### src/rtl/debug_reg_scanner_if.sv
// debug_reg_scanner_if
//   Bundles the two buses of the debug register scanner:
//     - processor debug port: dbg_sel (scanner -> cpu), dbg_val (cpu -> scanner,
//       combinational from dbg_sel)
//     - beat stream to the trace sink: out_valid/out_idx/out_data (scanner -> sink),
//       out_ready (sink -> scanner)
//   master: scanner side.  slave: processor + sink side (bench / board glue).
interface debug_reg_scanner_if #(
  parameter int SEL_W  = 4,
  parameter int DATA_W = 32
);
  logic [SEL_W-1:0]  dbg_sel;
  logic [DATA_W-1:0] dbg_val;
  logic              out_valid;
  logic              out_ready;
  logic [SEL_W-1:0]  out_idx;
  logic [DATA_W-1:0] out_data;

  modport master (
    output dbg_sel, out_valid, out_idx, out_data,
    input  dbg_val, out_ready
  );

  modport slave (
    input  dbg_sel, out_valid, out_idx, out_data,
    output dbg_val, out_ready
  );
endinterface

### src/rtl/debug_reg_scanner.sv
// debug_reg_scanner
//   Steps the processor debug register select through R0..R(NUM_REGS-1), snapshots
//   each value, then streams the snapshot as (index, value) beats on a valid/ready
//   handshake.
//   Ports:
//     clk     rising-edge clock (processor clock)
//     reset   asynchronous, active-low
//     start   1-cycle pulse, begins a snapshot when idle
//     abort   drop the current scan/drain, back to idle next edge
//     bus     debug_reg_scanner_if.master (dbg_sel/dbg_val, out_* stream)
//     busy    1 while scanning or draining
//     done    1-cycle pulse after the final beat is accepted
//     missed  sticky: start seen while busy; cleared only by reset
//   Build option DBG_SCAN_CHANGED_EN: keep the previous delivered snapshot and emit
//   only entries that differ from it (all entries while no previous snapshot exists).
module debug_reg_scanner #(
  parameter int NUM_REGS = 16,
  parameter int SEL_W    = 4,
  parameter int DATA_W   = 32,
  parameter int SETTLE   = 0
) (
  input  logic                clk,
  input  logic                reset,
  input  logic                start,
  input  logic                abort,
  debug_reg_scanner_if.master bus,
  output logic                busy,
  output logic                done,
  output logic                missed
);

  typedef enum logic [1:0] {IDLE, SCAN, DRAIN} state_t;

  localparam int               PW       = SEL_W + 1;
  localparam logic [SEL_W-1:0] LAST_SEL = SEL_W'(NUM_REGS - 1);
  localparam logic [2:0]       SETTLE_C = 3'(SETTLE);

  state_t              state;
  logic [SEL_W-1:0]    sel;
  logic [2:0]          wcnt;
  logic [PW-1:0]       ptr;      // lowest index not yet delivered
  logic [DATA_W-1:0]   snap [NUM_REGS];
  logic [NUM_REGS-1:0] emit;     // entries eligible for output this snapshot
  logic [SEL_W-1:0]    nxt;      // entry currently presented
  logic                have_nxt;
  logic                have_more;
  logic                sample;
  logic                hs;
  logic                finish;

  assign sample = (state == SCAN) && (wcnt == SETTLE_C);
  assign hs     = (state == DRAIN) && have_nxt && bus.out_ready;
  // Drain ends on the last handshake, or at once when nothing is eligible.
  // abort wins over a same-cycle handshake.
  assign finish = (state == DRAIN) && !abort && (!have_nxt || (hs && !have_more));

  // First eligible entry at/after ptr, and whether another one follows it.
  always_comb begin
    nxt       = '0;
    have_nxt  = 1'b0;
    have_more = 1'b0;
    for (int k = 0; k < NUM_REGS; k++) begin
      if (emit[k] && (PW'(k) >= ptr)) begin
        if (!have_nxt) begin
          nxt      = SEL_W'(k);
          have_nxt = 1'b1;
        end else begin
          have_more = 1'b1;
        end
      end
    end
  end

  // Stream outputs decode straight from registered state, so the beat is stable
  // while stalled and the next entry appears the cycle after a handshake.
  assign bus.dbg_sel   = sel;
  assign bus.out_valid = (state == DRAIN) && have_nxt;
  assign bus.out_idx   = bus.out_valid ? nxt : '0;
  assign bus.out_data  = bus.out_valid ? snap[nxt] : '0;

  // Snapshot storage is not reset.
  always_ff @(posedge clk) begin
    if (sample) snap[sel] <= bus.dbg_val;
  end

`ifdef DBG_SCAN_CHANGED_EN
  logic              prev_valid;
  logic [DATA_W-1:0] prev [NUM_REGS];

  always_comb begin
    emit = '0;
    for (int k = 0; k < NUM_REGS; k++)
      emit[k] = !prev_valid || (snap[k] != prev[k]);
  end

  // Only a completed delivery updates the reference; abort leaves it alone.
  always_ff @(posedge clk) begin
    if (finish)
      for (int k = 0; k < NUM_REGS; k++) prev[k] <= snap[k];
  end

  always_ff @(posedge clk or negedge reset) begin
    if (!reset)      prev_valid <= 1'b0;
    else if (finish) prev_valid <= 1'b1;
  end
`else
  assign emit = '1;
`endif

  always_ff @(posedge clk or negedge reset) begin
    if (!reset) begin
      state  <= IDLE;
      sel    <= '0;
      wcnt   <= '0;
      ptr    <= '0;
      busy   <= 1'b0;
      done   <= 1'b0;
      missed <= 1'b0;
    end else begin
      done <= 1'b0;
      if (start && (state != IDLE)) missed <= 1'b1;
      case (state)
        IDLE: begin
          if (start) begin
            state <= SCAN;
            busy  <= 1'b1;
            sel   <= '0;
            wcnt  <= '0;
          end
        end
        SCAN: begin
          if (abort) begin
            state <= IDLE;
            busy  <= 1'b0;
            sel   <= '0;
          end else if (sample) begin
            wcnt <= '0;
            if (sel == LAST_SEL) begin
              sel   <= '0;
              ptr   <= '0;
              state <= DRAIN;
            end else begin
              sel <= sel + SEL_W'(1);
            end
          end else begin
            wcnt <= wcnt + 3'd1;
          end
        end
        DRAIN: begin
          if (abort) begin
            state <= IDLE;
            busy  <= 1'b0;
            sel   <= '0;
          end else if (finish) begin
            state <= IDLE;
            busy  <= 1'b0;
            done  <= 1'b1;
          end else if (hs) begin
            ptr <= PW'(nxt) + PW'(1);
          end
        end
        default: begin
          state <= IDLE;
          busy  <= 1'b0;
          sel   <= '0;
        end
      endcase
    end
  end

endmodule

### src/flat_wrapper.sv
// flat-port wrapper written by rule: the top's interface ports become plain ports
module debug_reg_scanner_flat 
#(
  parameter int NUM_REGS = 16,
  parameter int SEL_W    = 4,
  parameter int DATA_W   = 32,
  parameter int SETTLE   = 0
)
  (clk, reset, start, abort, busy, done, missed, bus_dbg_sel, bus_out_valid, bus_out_idx, bus_out_data, bus_dbg_val, bus_out_ready);
  debug_reg_scanner_if #(.SEL_W(SEL_W), .DATA_W(DATA_W)) bus_i ();
  input  logic clk;
  input  logic reset;
  input  logic start;
  input  logic abort;
  output logic busy;
  output logic done;
  output logic missed;
  output wire logic [$bits(bus_i.dbg_sel)-1:0] bus_dbg_sel;
  output wire logic [$bits(bus_i.out_valid)-1:0] bus_out_valid;
  output wire logic [$bits(bus_i.out_idx)-1:0] bus_out_idx;
  output wire logic [$bits(bus_i.out_data)-1:0] bus_out_data;
  input wire logic [$bits(bus_i.dbg_val)-1:0] bus_dbg_val;
  input wire logic [$bits(bus_i.out_ready)-1:0] bus_out_ready;
  assign bus_dbg_sel = bus_i.dbg_sel;
  assign bus_out_valid = bus_i.out_valid;
  assign bus_out_idx = bus_i.out_idx;
  assign bus_out_data = bus_i.out_data;
  assign bus_i.dbg_val = bus_dbg_val;
  assign bus_i.out_ready = bus_out_ready;
  debug_reg_scanner #(.NUM_REGS(NUM_REGS), .SEL_W(SEL_W), .DATA_W(DATA_W), .SETTLE(SETTLE)) u_core (.clk(clk), .reset(reset), .start(start), .abort(abort), .bus(bus_i), .busy(busy), .done(done), .missed(missed));
endmodule
### config.mk
export PLATFORM = sky130hd
export DESIGN_NAME = debug_reg_scanner_flat
export DESIGN_NICKNAME = d
export VERILOG_FILES = /design/src/rtl/debug_reg_scanner_if.sv /design/src/rtl/debug_reg_scanner.sv /design/src/flat_wrapper.sv
export SDC_FILE = /design/constraint.sdc
export NUM_CORES = 1
export LEC_CHECK = 0
export BUFFER_PORTS_ARGS = -buffer_cell sky130_fd_sc_hd__buf_2
export CAP_MARGIN = 20
export CORE_UTILIZATION = 45
export CTS_BUF_LIST = sky130_fd_sc_hd__clkbuf_2 sky130_fd_sc_hd__clkbuf_4 sky130_fd_sc_hd__clkbuf_8
export DETAILED_ROUTE_END_ITERATION = 7
export HOLD_SLACK_MARGIN = 0.1
export PLACE_DENSITY = 0.67
export SETUP_SLACK_MARGIN = 0.2
export SLEW_MARGIN = 20
export SYNTH_ARGS = -nofsm -noshare
export SYNTH_HDL_FRONTEND = slang
export SYNTH_SLANG_ARGS = --single-unit
export TNS_END_PERCENT = 100
### constraint.sdc
create_clock -name clk -period 9.9 [get_ports clk]
set_clock_uncertainty 0.05 [all_clocks]
set_input_delay 1.98 -clock clk [delete_from_list [all_inputs] [get_ports clk]]
set_output_delay 1.98 -clock clk [all_outputs]
set_load 0.1 [all_outputs]
## Yosys cells after proc, flatten, opt, wreduce, memory -nomap -nowiden

Memory sizes are Yosys's and may differ from the RTL's.
Cells that the tools add are included.

| word-level totals | value |
|---|---|
| memories kept | 1 |
| bits of input ports | 37 |
| memory bits (writable) | 512 |
| word-level logic and storage cells | 175 |
| register bits after elaboration | 17 |
| output and inout port bits | 44 |

Memories:

| memory | words | width | read ports | clocked after memory_dff | wr ports | line | text |
|---|---|---|---|---|---|---|---|
| u_core.snap | 16 | 32 | 1 | 0 | 1 | debug_reg_scanner.sv:42 | `logic [DATA_W-1:0] snap [NUM_REGS];` |

| cells by class | value |
|---|---|
| equal/unequal tests | 15 |
| add/sub/neg operators | 3 |
| reductions and logical operators | 21 |
| muxes and demuxes | 112 |
| magnitude comparators | 16 |

Operators with widths:

| operator | number |
|---|---|
| 2-to-1 mux 4 bit | 35 |
| 2-to-1 mux 1 bit | 56 |
| greater-or-equal comparator 4 x 5 -> 1 bit (first input constant) | 8 |
| 2-to-1 mux 32 bit | 1 |
| 2-to-1 mux 5 bit | 6 |
| greater-or-equal comparator 3 x 5 -> 1 bit (first input constant) | 4 |
| != test 2 bit (second input constant) | 7 |
| 2-to-1 mux 2 bit | 6 |
| one-hot mux 4 bit (3 select lines) | 1 |
| greater-or-equal comparator 1 x 5 -> 1 bit (first input constant) | 2 |
| greater-or-equal comparator 2 x 5 -> 1 bit (first input constant) | 2 |
| one-hot mux 5 bit (2 select lines) | 1 |
| 2-to-1 mux 3 bit | 3 |
| AND reduction 3 bit | 3 |
| logical AND 1 bit | 7 |
| AND reduction 7 bit | 1 |
| != test 3 x 2 -> 1 bit (second input constant) | 2 |
| one-hot mux 2 bit (3 select lines) | 1 |
| one-hot mux 3 bit (2 select lines) | 1 |
| nonzero test 2 bit | 3 |
| adder 4 x 1 -> 5 bit (second input constant) | 1 |
| adder 4 x 1 -> 4 bit (second input constant) | 1 |
| == test 4 bit (second input constant) | 1 |
| != test 2 x 1 -> 1 bit (second input constant) | 2 |
| other kinds (10) | 12 |

## Logic depth before layout (Yosys ltp)

Gate-level depths: netlist of run 1.

| depth | value |
|---|---|
| depth in word-level cells | 39 |
| depth in mapped cells | 8 |
| depth with buffers taken out | 6 |

## Worst setup path after synthesis of run 1

No wires, ideal clock.

| timing path | value |
|---|---|
| path kind | register to output |
| from | reg u_core.ptr[4] |
| to | out bus_out_data[22] |
| stages on the path, launching flop included | 7 |
| required time | 7.870 ns |
| data arrival time | 3.041 ns |
| setup slack | 4.829 ns |
| path through | dfrtp_1 -> buf_2 -> nor4bb_1 -> clkbuf_1 -> clkbuf_1 -> o211a_1 -> or4_1 |

| between the ends | value |
|---|---|
| word-level cells in the longest chain between the ends | 34 |
| elaborated cells on any way between the ends | 65 |
| those cells by class | 16 x order compare; 47 x mux; 1 x reduce/logical; 1 x memory |

RTL lines:

| what | line | text |
|---|---|---|
| start, declared | debug_reg_scanner.sv:41 | `logic [PW-1:0] ptr;` |
| start signal, assigned | debug_reg_scanner.sv:159 | `ptr <= PW'(nxt) + PW'(1);` |
| greater-or-equal comparator 1 x 5 -> 1 bit | debug_reg_scanner.sv:63 | `if (emit[k] && (PW'(k) >= ptr)) begin` |
| 2-to-1 mux 1 bit | debug_reg_scanner.sv:63 |  |
| 2-to-1 mux 1 bit | debug_reg_scanner.sv:64 | `if (!have_nxt) begin` |
| 2-to-1 mux 4 bit | debug_reg_scanner.sv:63 |  |
| 2-to-1 mux 4 bit | debug_reg_scanner.sv:64 |  |
| 2-to-1 mux 4 bit | debug_reg_scanner.sv:63 |  |
| 2-to-1 mux 4 bit | debug_reg_scanner.sv:64 |  |
| 2-to-1 mux 4 bit | debug_reg_scanner.sv:63 |  |
| [18 not listed] | n/a |  |
| 2-to-1 mux 4 bit | debug_reg_scanner.sv:64 |  |
| 2-to-1 mux 4 bit | debug_reg_scanner.sv:63 |  |
| 2-to-1 mux 4 bit | debug_reg_scanner.sv:64 |  |
| 2-to-1 mux 4 bit | debug_reg_scanner.sv:63 |  |
| 2-to-1 mux 4 bit | debug_reg_scanner.sv:64 |  |
| 2-to-1 mux 4 bit | debug_reg_scanner.sv:63 |  |
| memory (16 x 32 bit) | n/a |  |
| 2-to-1 mux 32 bit (*) | debug_reg_scanner.sv:79 | `assign bus.out_data = bus.out_valid ? snap[nxt] : '0;` |
| end, declared | flat_wrapper.sv:21 | `output wire logic [$bits(bus_i.out_data)-1:0] bus_out_data;` |

Mark *: on every way between the ends. The rest lies on a longest branch, timed or not.

## Worst setup path in the final report of run 1

| timing path | value |
|---|---|
| from | reg u_core.ptr[2] |
| to | out bus_out_data[31] |

Same word-level chain as after synthesis.

==> flow_metrics.tcl, run 1 <==
set metrics [dict create \
    drt_wl_total_mm 47.4 \
    cts_resized 0 \
    max_stage_delay_ns 0.96 \
    die_w_um 220 \
    grt_pass1_wl_mm 73.2 \
    holdBufCountCts 0 \
    worst_setup_path_start_kind "flop" \
    vdd.ir_drop.worst_mv 0.135 \
    synth_warnings 0 \
    ys_seq_area_frac 0.738 \
    critical_path_required_ns 7.87 \
    fin_crit_sh 0.662 \
    utilization 0.512 \
    hold_class "flop to flop" \
    ios 81 \
    relSlewSlack 0.288 \
    syn_inst 1390 \
    use_met1 0.266 \
    cts_tree "built" \
    die-area_um2 48400 \
    reg2reg_depth 3 \
    status "complete, but fails checks" \
    whs_path_depth 1 \
    violations "DRC" \
    die_h_um 220 \
    drt-pass1-iter-count 7 \
    fmax_mhz 153 \
    grt_most_used_layer "met2" \
    gr-usage-all-layers 0.200 \
    grt_pass1_vias 12400 \
    final_cell_mix "edfxtp_1 (512), mux2i_1 (161), a21oi_1 (136)" \
    power.density_nw_per_um2 248 \
    crit_path_cell_trace "buf_4, or3b_2, o22ai_1, o211a_1, or4_1, buf_2" \
    clockBufferDepth 3 \
    cts_setup_buffers 0 \
    antenna_found_initial 1 \
    port-buffer-count 80 \
    ant_nets 0 \
    period_needed_ns 6.56 \
    syn2layout_area_growth_pct 11.8 \
    rows 79 \
    crit_path_end_kind "output pin" \
    rsz0062_at_grt "no" \
    synthFlopType "edfxtp_1" \
    overflow 0 \
    final_common_cell "edfxtp_1" \
    yosysUniqueCellTypes 51 \
    hold_violations 0 \
    fillers 3795 \
    synth_fp_nets 1434 \
    layout-drive-gt1-share 0.159 \
    cts.htree.levels 3 \
    clock-sinks 529 \
    met2_usage 0.332 \
    critPathSlowestCell "dfrtp_4" \
    tightest_slew_ns 1.07 \
    dr.first_iter.drc_count 946 \
    p_leak_nw 8.31 \
    async_flop_share 0.0321 \
    whs_ns 0.428 \
    vias_per_cell 5.71 \
    synth.avg_cell_area_um2 15.4 \
    crit_type "flop to output pin" \
    drc 4 \
    core_um2 46800 \
    synth_edf_count 512 \
    path_max_fanout 64 \
    vias 12300 \
    clock_latency_ns 0.64 \
    cap_violations 0 \
    nets 1523 \
    finalMaxSlewViolations 0 \
    dp_hpwl_mm 25.7 \
    arrival_ns 4.53 \
    use_met3 0.0373 \
    numCtsBuffers 83 \
    p_total_mw 5.93 \
    grt_max_degree 73 \
    post_drt_wl_per_cell_um 22.1 \
    path_clk_slew_ns 0.06 \
    ys_seq_elements 529 \
    fin_tns_setup_ns 0 \
    finalSetupViolCount 0 \
    start_util 0.458 \
    routabilityCongestion 0.771 \
    clockRootBuffer "clkbuf_8" \
    syn_area_um2 21400 \
]
## final timing paths
path | start | end | slack (ns)
setup / recovery | u_core.ptr[2] | bus_out_data[31] | 3.34
hold / removal | u_core.missed | u_core.missed | 0.43
setup reg to reg | u_core.state[0] | u_core.snap[0][16] | 6.94
hold reg to reg | u_core.missed | u_core.missed | 0.43
max in group asynchronous | reset | u_core.ptr[2] | 8.27
min in group asynchronous | reset | u_core.missed | 1.21
## power by group
group | total [mW] | switching [mW] | internal (mW) | leakage, nW
Sequential | 2.75 | 0.159 | 2.59 | 4.83
Combinational | 1.43 | 0.998 | 0.433 | 2.68
Clock | 1.74 | 0.823 | 0.921 | 0.799
Total | 5.93 | 1.98 | 3.95 | 8.31
## state kept, by name, summed over array words and instances (netlist names)
| register | flops |
|---|---|
| u_core.missed | 1 |
| u_core.busy | 1 |
| u_core.state | 2 |
| u_core.ptr | 5 |
| u_core.bus.dbg_sel | 4 |
| u_core.wcnt | 3 |
| u_core.snap | 512 |
| u_core.done | 1 |
## synthesized netlist by cell type (2+ instances only)
| cell type | instances | area (um^2) |
|---|---|---|
| nand2b_1 | 8 | 50.1 |
| o21ai_0 | 4 | 20.0 |
| or4_1 | 33 | 248 |
| buf_1 | 3 | 11.3 |
| a211o_1 | 2 | 17.5 |
| mux2i_1 | 161 | 1610 |
| a311oi_1 | 32 | 280 |
| inv_1 | 40 | 150 |
| o22ai_1 | 66 | 413 |
| buf_6 | 6 | 67.6 |
| nor2_1 | 8 | 30.0 |
| ha_1 | 7 | 87.6 |
| nand2_1 | 134 | 503 |
| nand3_1 | 6 | 30.0 |
| nor2b_1 | 7 | 43.8 |
| nor3b_1 | 5 | 37.5 |
| nor4b_1 | 2 | 17.5 |
| a21o_1 | 3 | 22.5 |
| edfxtp_1 | 512 | 15400 |
| and2_1 | 6 | 37.5 |
| dfrtp_1 | 17 | 425 |
| nor3_1 | 8 | 40.0 |
| a21oi_1 | 136 | 681 |
| o211a_1 | 32 | 320 |
| a22oi_1 | 31 | 233 |
| a22o_1 | 2 | 17.5 |
| clkbuf_1 | 49 | 184 |
| buf_2 | 38 | 190 |
| and3_1 | 10 | 62.6 |
## final cells by class
cell class	instances	area [um^2]	area share
Clock buffer	104	1310	0.0549
Timing Repair Buffer	101	562	0.0235
Sequential cell	529	15800	0.661
Inverter	40	150	0.00628
Clock inverter	42	246	0.0103
Multi-Input combinational cell	724	5080	0.212
Antenna cell	1	2.50	0.000105
Tap cell	607	759	0.0318
## per-stage QoR
| stage | area (um^2) | instances | setup slack, ns |
|---|---|---|---|
| 2_1_floorplan | 21400 | 1390 | 4.83 |
| 3_3_place_gp | 22300 | 2000 | 4.06 |
| 3_5_place_dp | 22400 | 2001 | 4.02 |
| 4_1_cts | 23900 | 2147 | 3.32 |
| 5_1_grt | 23900 | 2147 | 3.18 |
| 6_report | 23900 | 2148 | 3.34 |
## worst max-delay path, delay by kind of cell (launching register included)
kind | cells | cell delay [ns]
AOI/OAI and AO/OA | 2 | 0.45
buffers and inverters | 2 | 0.94
DFF | 1 | 0.96
and+or+nand+nor | 2 | 1.48
## layer usage
metal	wire length (um)	vias up
met1	20500	6213
met2	23500	361
met5	9	-
met4	876	2
met3	2490	69
li1	-	5630
## logic make-up (layout without fill, tap and decap cells)
| logic type | Yosys count | in the layout | share of synthesized area |
|---|---|---|---|
| buffers and inverters | 137 | 287 | 0.0285 |
| xor gates and xnor gates | 2 | 2 | 0.000819 |
| AOI/OAI and AO/OA | 317 | 317 | 0.0972 |
| other | 0 | 1 | 0 |
| and+or+nand+nor | 237 | 237 | 0.0557 |
| muxes | 161 | 161 | 0.0753 |
| DFF | 529 | 529 | 0.738 |
| adders and majority gates | 7 | 7 | 0.00409 |
Power figures use the tool's default switching activity.
==> inputs of run 2 (changes only) <==
--- a/config.mk
+++ b/config.mk
@@ -11,7 +11,7 @@
 export CTS_BUF_LIST = sky130_fd_sc_hd__clkbuf_2 sky130_fd_sc_hd__clkbuf_4 sky130_fd_sc_hd__clkbuf_8
 export DETAILED_ROUTE_END_ITERATION = 7
 export HOLD_SLACK_MARGIN = 0.1
-export PLACE_DENSITY = 0.67
+export PLACE_DENSITY = 0.69
 export SETUP_SLACK_MARGIN = 0.2
 export SLEW_MARGIN = 20
 export SYNTH_ARGS = -nofsm -noshare
==> constraint.sdc (replaced) <==
create_clock -name clk -period 5.5 [get_ports clk]
set_clock_uncertainty 0.05 [all_clocks]
set_input_delay 1.1 -clock clk [delete_from_list [all_inputs] [get_ports clk]]
set_output_delay 1.1 -clock clk [all_outputs]
set_load 0.1 [all_outputs]
==> flow_metrics.tcl, run 2 (synthesized netlist as in run 1, its figures left out) <==
set metrics [dict create \
    fillers 3806 \
    crit_type "flop to output pin" \
    period_needed_ns 4.81 \
    die_w_um 220 \
    start_util 0.458 \
    rsz0062_at_grt "no" \
    clockRootBuffer "clkbuf_8" \
    crit_path_cell_trace "or3b_1, inv_1, nand3_2, buf_4, o22ai_1, or4_1, buf_2" \
    utilization 0.516 \
    clockBufferDepth 3 \
    path_buf_inv 3 \
    post_drt_wl_per_cell_um 22.4 \
    vias_per_cell 5.73 \
    rows 79 \
    fmax_mhz 208 \
    clock-sinks 529 \
    worst_setup_path_start_kind "flop" \
    drc 2 \
    drt-pass1-iter-count 7 \
    cts_resized 0 \
    routabilityCongestion 0.774 \
    dp_slack_ns 1.33 \
    layout-drive-gt1-share 0.171 \
    path_max_fanout 21 \
    cts_tree "built" \
    die-area_um2 48400 \
    nets 1534 \
    dr.first_iter.drc_count 1245 \
    gr-usage-all-layers 0.204 \
    dp_hpwl_mm 26.6 \
    fin_cells 2163 \
    finalSetupViolCount 0 \
    syn2layout_area_growth_pct 12.7 \
    final_cell_mix "edfxtp_1 (512), mux2i_1 (161), a21oi_1 (136)" \
    hold_violations 0 \
    antenna_found_initial 1 \
    setup_slack_ns 0.695 \
    critPathSlowestCell "nand3_2" \
    dp.cells 2012 \
    final_area_um2 24100 \
    grt_max_degree 93 \
    numCtsBuffers 83 \
    port-buffer-count 80 \
    power.density_nw_per_um2 452 \
    vias 12400 \
    critical_path_required_ns 4.35 \
    crit_path_end_kind "output pin" \
    fin_tns_setup_ns 0 \
    relSlewSlack 0.283 \
    overflow 0 \
    grt_pass1_wl_mm 73.7 \
    vdd.ir_drop.worst_mv 0.291 \
    critical-path-top-delay-family "simple AND/OR/NAND/NOR gates" \
    grt_pass1_vias 12500 \
    whs_ns 0.333 \
    status "complete, but fails checks" \
    arrival_ns 3.66 \
    p_total_mw 10.9 \
    hold_class "input port to async pin" \
    n_antenna_cell 0 \
    finalMaxSlewViolations 0 \
    cap_violations 0 \
    fin_crit_sh 0.874 \
    top_register "u_core.snap" \
    final_common_cell "edfxtp_1" \
    p_leak_nw 8.45 \
    ant_nets 0 \
    die_h_um 220 \
    holdBufCountCts 0 \
    largest_reg_flops 512 \
    violations "DRC" \
    max_stage_delay_ns 0.72 \
    path_clk_slew_ns 0.06 \
    cts.htree.levels 3 \
    core_um2 46800 \
    cts_setup_buffers 0 \
    placed_area_um2 22500 \
    clock_latency_ns 0.64 \
    drt_wl_total_mm 48.6 \
    ios 81 \
    tightest_slew_ns 1.08 \
]
[run 2: where the power goes]
part,internal [mW],switching (mW)
sequential,4.67,0.165
clock,1.79,1.51
combinational,0.813,1.96
[run 2: final cells by class]
type                    count  area (um^2)  share of cell area
clock inverters            43          303              0.0126
flip-flops and latches    529        15800               0.655
repair buffers            112          678              0.0281
well taps                 607          759              0.0315
multi-input cells         724         5080               0.211
clock buffers             108         1340              0.0557
inverters                  40          150             0.00622
[run 2: worst paths after layout]
kind	slack, ns	from	endpoint	cells after the start
worst max-delay path	0.69	u_core.state[0]	bus_out_data[23]	7
worst min-delay path	0.33	reset	u_core.ptr[0]	1
worst max register to register	2.41	u_core.wcnt[0]	u_core.snap[1][13]	6
worst min register to register	0.43	u_core.missed	u_core.missed	1
max in group asynchronous	4.73	reset	u_core.ptr[2]	1
min in group clk	0.43	u_core.missed	u_core.missed	1
[run 2: worst reg2reg max path, delay by kind of cell (launching register included)]
kind	cells	cell delay, ns
AND/OR/NAND/NOR	3	1.50
buffers and inverters	2	0.60
adder cells (fa/ha/maj)	1	0.19
flip-flops	1	0.39
[run 2: metal layers]
metal  wire length (um)  GRT usage
met4               1110     0.0743
met5                  9          0
met1              21000      0.273
met3               2900     0.0373
met2              23500      0.331
==> inputs of run 3 (changes only) <==
--- a/config.mk
+++ b/config.mk
@@ -5,10 +5,11 @@
 export SDC_FILE = /design/constraint.sdc
 export NUM_CORES = 1
 export LEC_CHECK = 0
+export ABC_AREA = 1
 export BUFFER_PORTS_ARGS = -buffer_cell sky130_fd_sc_hd__buf_2
 export CAP_MARGIN = 20
 export CORE_UTILIZATION = 45
-export CTS_BUF_LIST = sky130_fd_sc_hd__clkbuf_2 sky130_fd_sc_hd__clkbuf_4 sky130_fd_sc_hd__clkbuf_8
+export CTS_CLUSTER_SIZE = 20
 export DETAILED_ROUTE_END_ITERATION = 7
 export HOLD_SLACK_MARGIN = 0.1
 export PLACE_DENSITY = 0.69
==> flow_metrics.tcl, run 3 <==
set metrics [dict create \
    yosys.area.top_type "edfxtp_1" \
    fin_tns_setup_ns 0 \
    ys_seq_area_frac 0.719 \
    overflow 0 \
    grt_most_used_layer "met2" \
    synth_fp_nets 2016 \
    synth_edf_count 512 \
    vias_per_cell 5.41 \
    period_needed_ns 4.67 \
    p_leak_nw 9.69 \
    nets 2074 \
    fin_crit_sh 0.849 \
    yosysUniqueCellTypes 22 \
    clock_latency_ns 0.58 \
    synth_most_common_cell "nand2_1" \
    vdd.ir_drop.worst_mv 0.576 \
    path_max_fanout 19 \
    die_h_um 223 \
    synth_top_area_frac 0.700 \
    placed_area_um2 23000 \
    syn_inst 1972 \
    core_um2 47900 \
    seq_power_share 0.401 \
    die-area_um2 49700 \
    ys_seq_elements 529 \
    clockRootBuffer "clkbuf_16" \
    cts_setup_buffers 0 \
    cap_violations 0 \
    crit_type "flop to output pin" \
    arrival_ns 3.52 \
    drt-pass1-iter-count 6 \
    drt_wl_total_mm 52.9 \
    dr.first_iter.drc_count 1650 \
    met2_usage 0.355 \
    n_antenna_cell 0 \
    switchingPower_mw 4.20 \
    synth_common_cells "nand2_1 (712), edfxtp_1 (512), nand3_1 (396)" \
    syn2layout_area_growth_pct 12.4 \
    tightest_slew_ns 1.03 \
    routabilityCongestion 0.812 \
    synth.avg_cell_area_um2 11.1 \
    worst_setup_path_start_kind "flop" \
    dp_hpwl_mm 26.8 \
    drc 0 \
    final_area_um2 24700 \
    final_common_cell "nand2_1" \
    use_met3 0.0331 \
    syn_area_um2 22000 \
    synth_warnings 0 \
    fin_cells 2684 \
    clock-sinks 529 \
    path_clk_slew_ns 0.06 \
    power.density_nw_per_um2 474 \
    rsz0062_at_grt "no" \
    netSwitchingFraction 0.359 \
    cts_tree "built" \
    port-buffer-count 80 \
    crit_path_end_kind "output pin" \
    synthFlopType "edfxtp_1" \
    grt_max_degree 136 \
    top_register "u_core.snap" \
    rows 80 \
    vias 14500 \
    antenna_found_initial 2 \
    use_met1 0.297 \
    clockBufferDepth 3 \
    grt_pass1_vias 14300 \
    critical_path_required_ns 4.35 \
    relSlewSlack 0.313 \
    hold_class "input port to async pin" \
    start_util 0.458 \
    final_cell_mix "nand2_1 (710), edfxtp_1 (512), nand3_1 (396)" \
    cts_resized 0 \
    async_flop_share 0.0321 \
    status "finished clean" \
    die_w_um 223 \
    grt_pass1_wl_mm 81.4 \
    gr-usage-all-layers 0.215 \
    largest_reg_flops 512 \
    ant_nets 0 \
    hold_violations 0 \
    dp.cells 2591 \
    finalSetupViolCount 0 \
    synth_area_leaders "edfxtp_1 (70%), nand2_1 (12%), nand3_1 (9.0%)" \
    fmax_mhz 214 \
    numCtsBuffers 52 \
    layout-drive-gt1-share 0.0981 \
    post_drt_wl_per_cell_um 19.7 \
    cell_internal_pwr_mw 7.51 \
    holdBufCountCts 0 \
    pwr-share-clk 0.293 \
    ios 81 \
    pwr-share-comb 0.306 \
    cts.htree.levels 2 \
    finalMaxSlewViolations 0 \
]
run 3: area by class of cell:
type | instances | area, um^2
clock inverters | 31 | 256
well taps | 615 | 769
repair buffers | 108 | 673
multi-input cells | 1186 | 5230
flip-flops and latches | 529 | 15800
fillers | 4085 | 23300
inverters | 153 | 577
clock buffers | 62 | 1380
run 3: metrics by stage:
stage | worst slack [ns] | power, mW | util | hold WS, ns
final | 0.829 | 11.7 | 0.515 | 0.407
after global routing | 0.640 | 12.3 | 0.515 | 0.430
after CTS | 0.838 | 11.8 | 0.515 | 0.399
after detailed placement | 1.46 | 8.34 | 0.481 | 0.416
after global placement | 1.51 | 8.28 | 0.481 | 0.409
after floorplan | 1.39 | 7.47 | - | 0.404
run 3: cells by family after synthesis:
logic type,Yosys count,share of synthesized area
AOI/OAI and AO/OA,21,0.00524
xor gates and xnor gates,1,0.000399
adders and majority gates,7,0.00399
buffers and inverters,257,0.0496
DFF,529,0.719
and+or+nand+nor,1157,0.221
run 3: worst paths after layout:
check                                    start                  end  slack [ns]  cells after the start
min in group clk                 u_core.missed        u_core.missed        0.43                      1
worst min register to register   u_core.missed        u_core.missed        0.43                      1
max in group asynchronous                reset        u_core.ptr[3]        4.69                      1
worst min-delay path                     reset        u_core.missed        0.41                      1
worst max register to register  u_core.wcnt[0]  u_core.snap[14][27]        2.64                      9
worst max-delay path             u_core.ptr[4]     bus_out_data[30]        0.83                      7
run 3: routing by layer:
metal | part of all wire | up-vias
met4 | 0.021 | 4
met1 | 0.43 | 7083
met5 | 0.00038 | -
met3 | 0.068 | 79
met2 | 0.48 | 567
li1 | - | 6794
run 3: power groups by stage:
stage / logic (mW) / registers [mW] / clock network, mW
3_5_place_dp: 3.57 / 4.78 / 0
6_report: 3.58 / 4.69 / 3.44
2_1_floorplan: 2.67 / 4.81 / 0
4_1_cts: 3.59 / 4.69 / 3.47
5_1_grt: 3.98 / 4.71 / 3.63
3_3_place_gp: 3.51 / 4.77 / 0
run 3: critical path, stage by stage (launching register included):
cell     delay, ns
dfrtp_1       0.46
inv_2         0.32
nand2_1       0.43
nor2_2        0.55
buf_4         0.42
nand2_1       0.09
nand2_1       0.18
buf_2         0.46
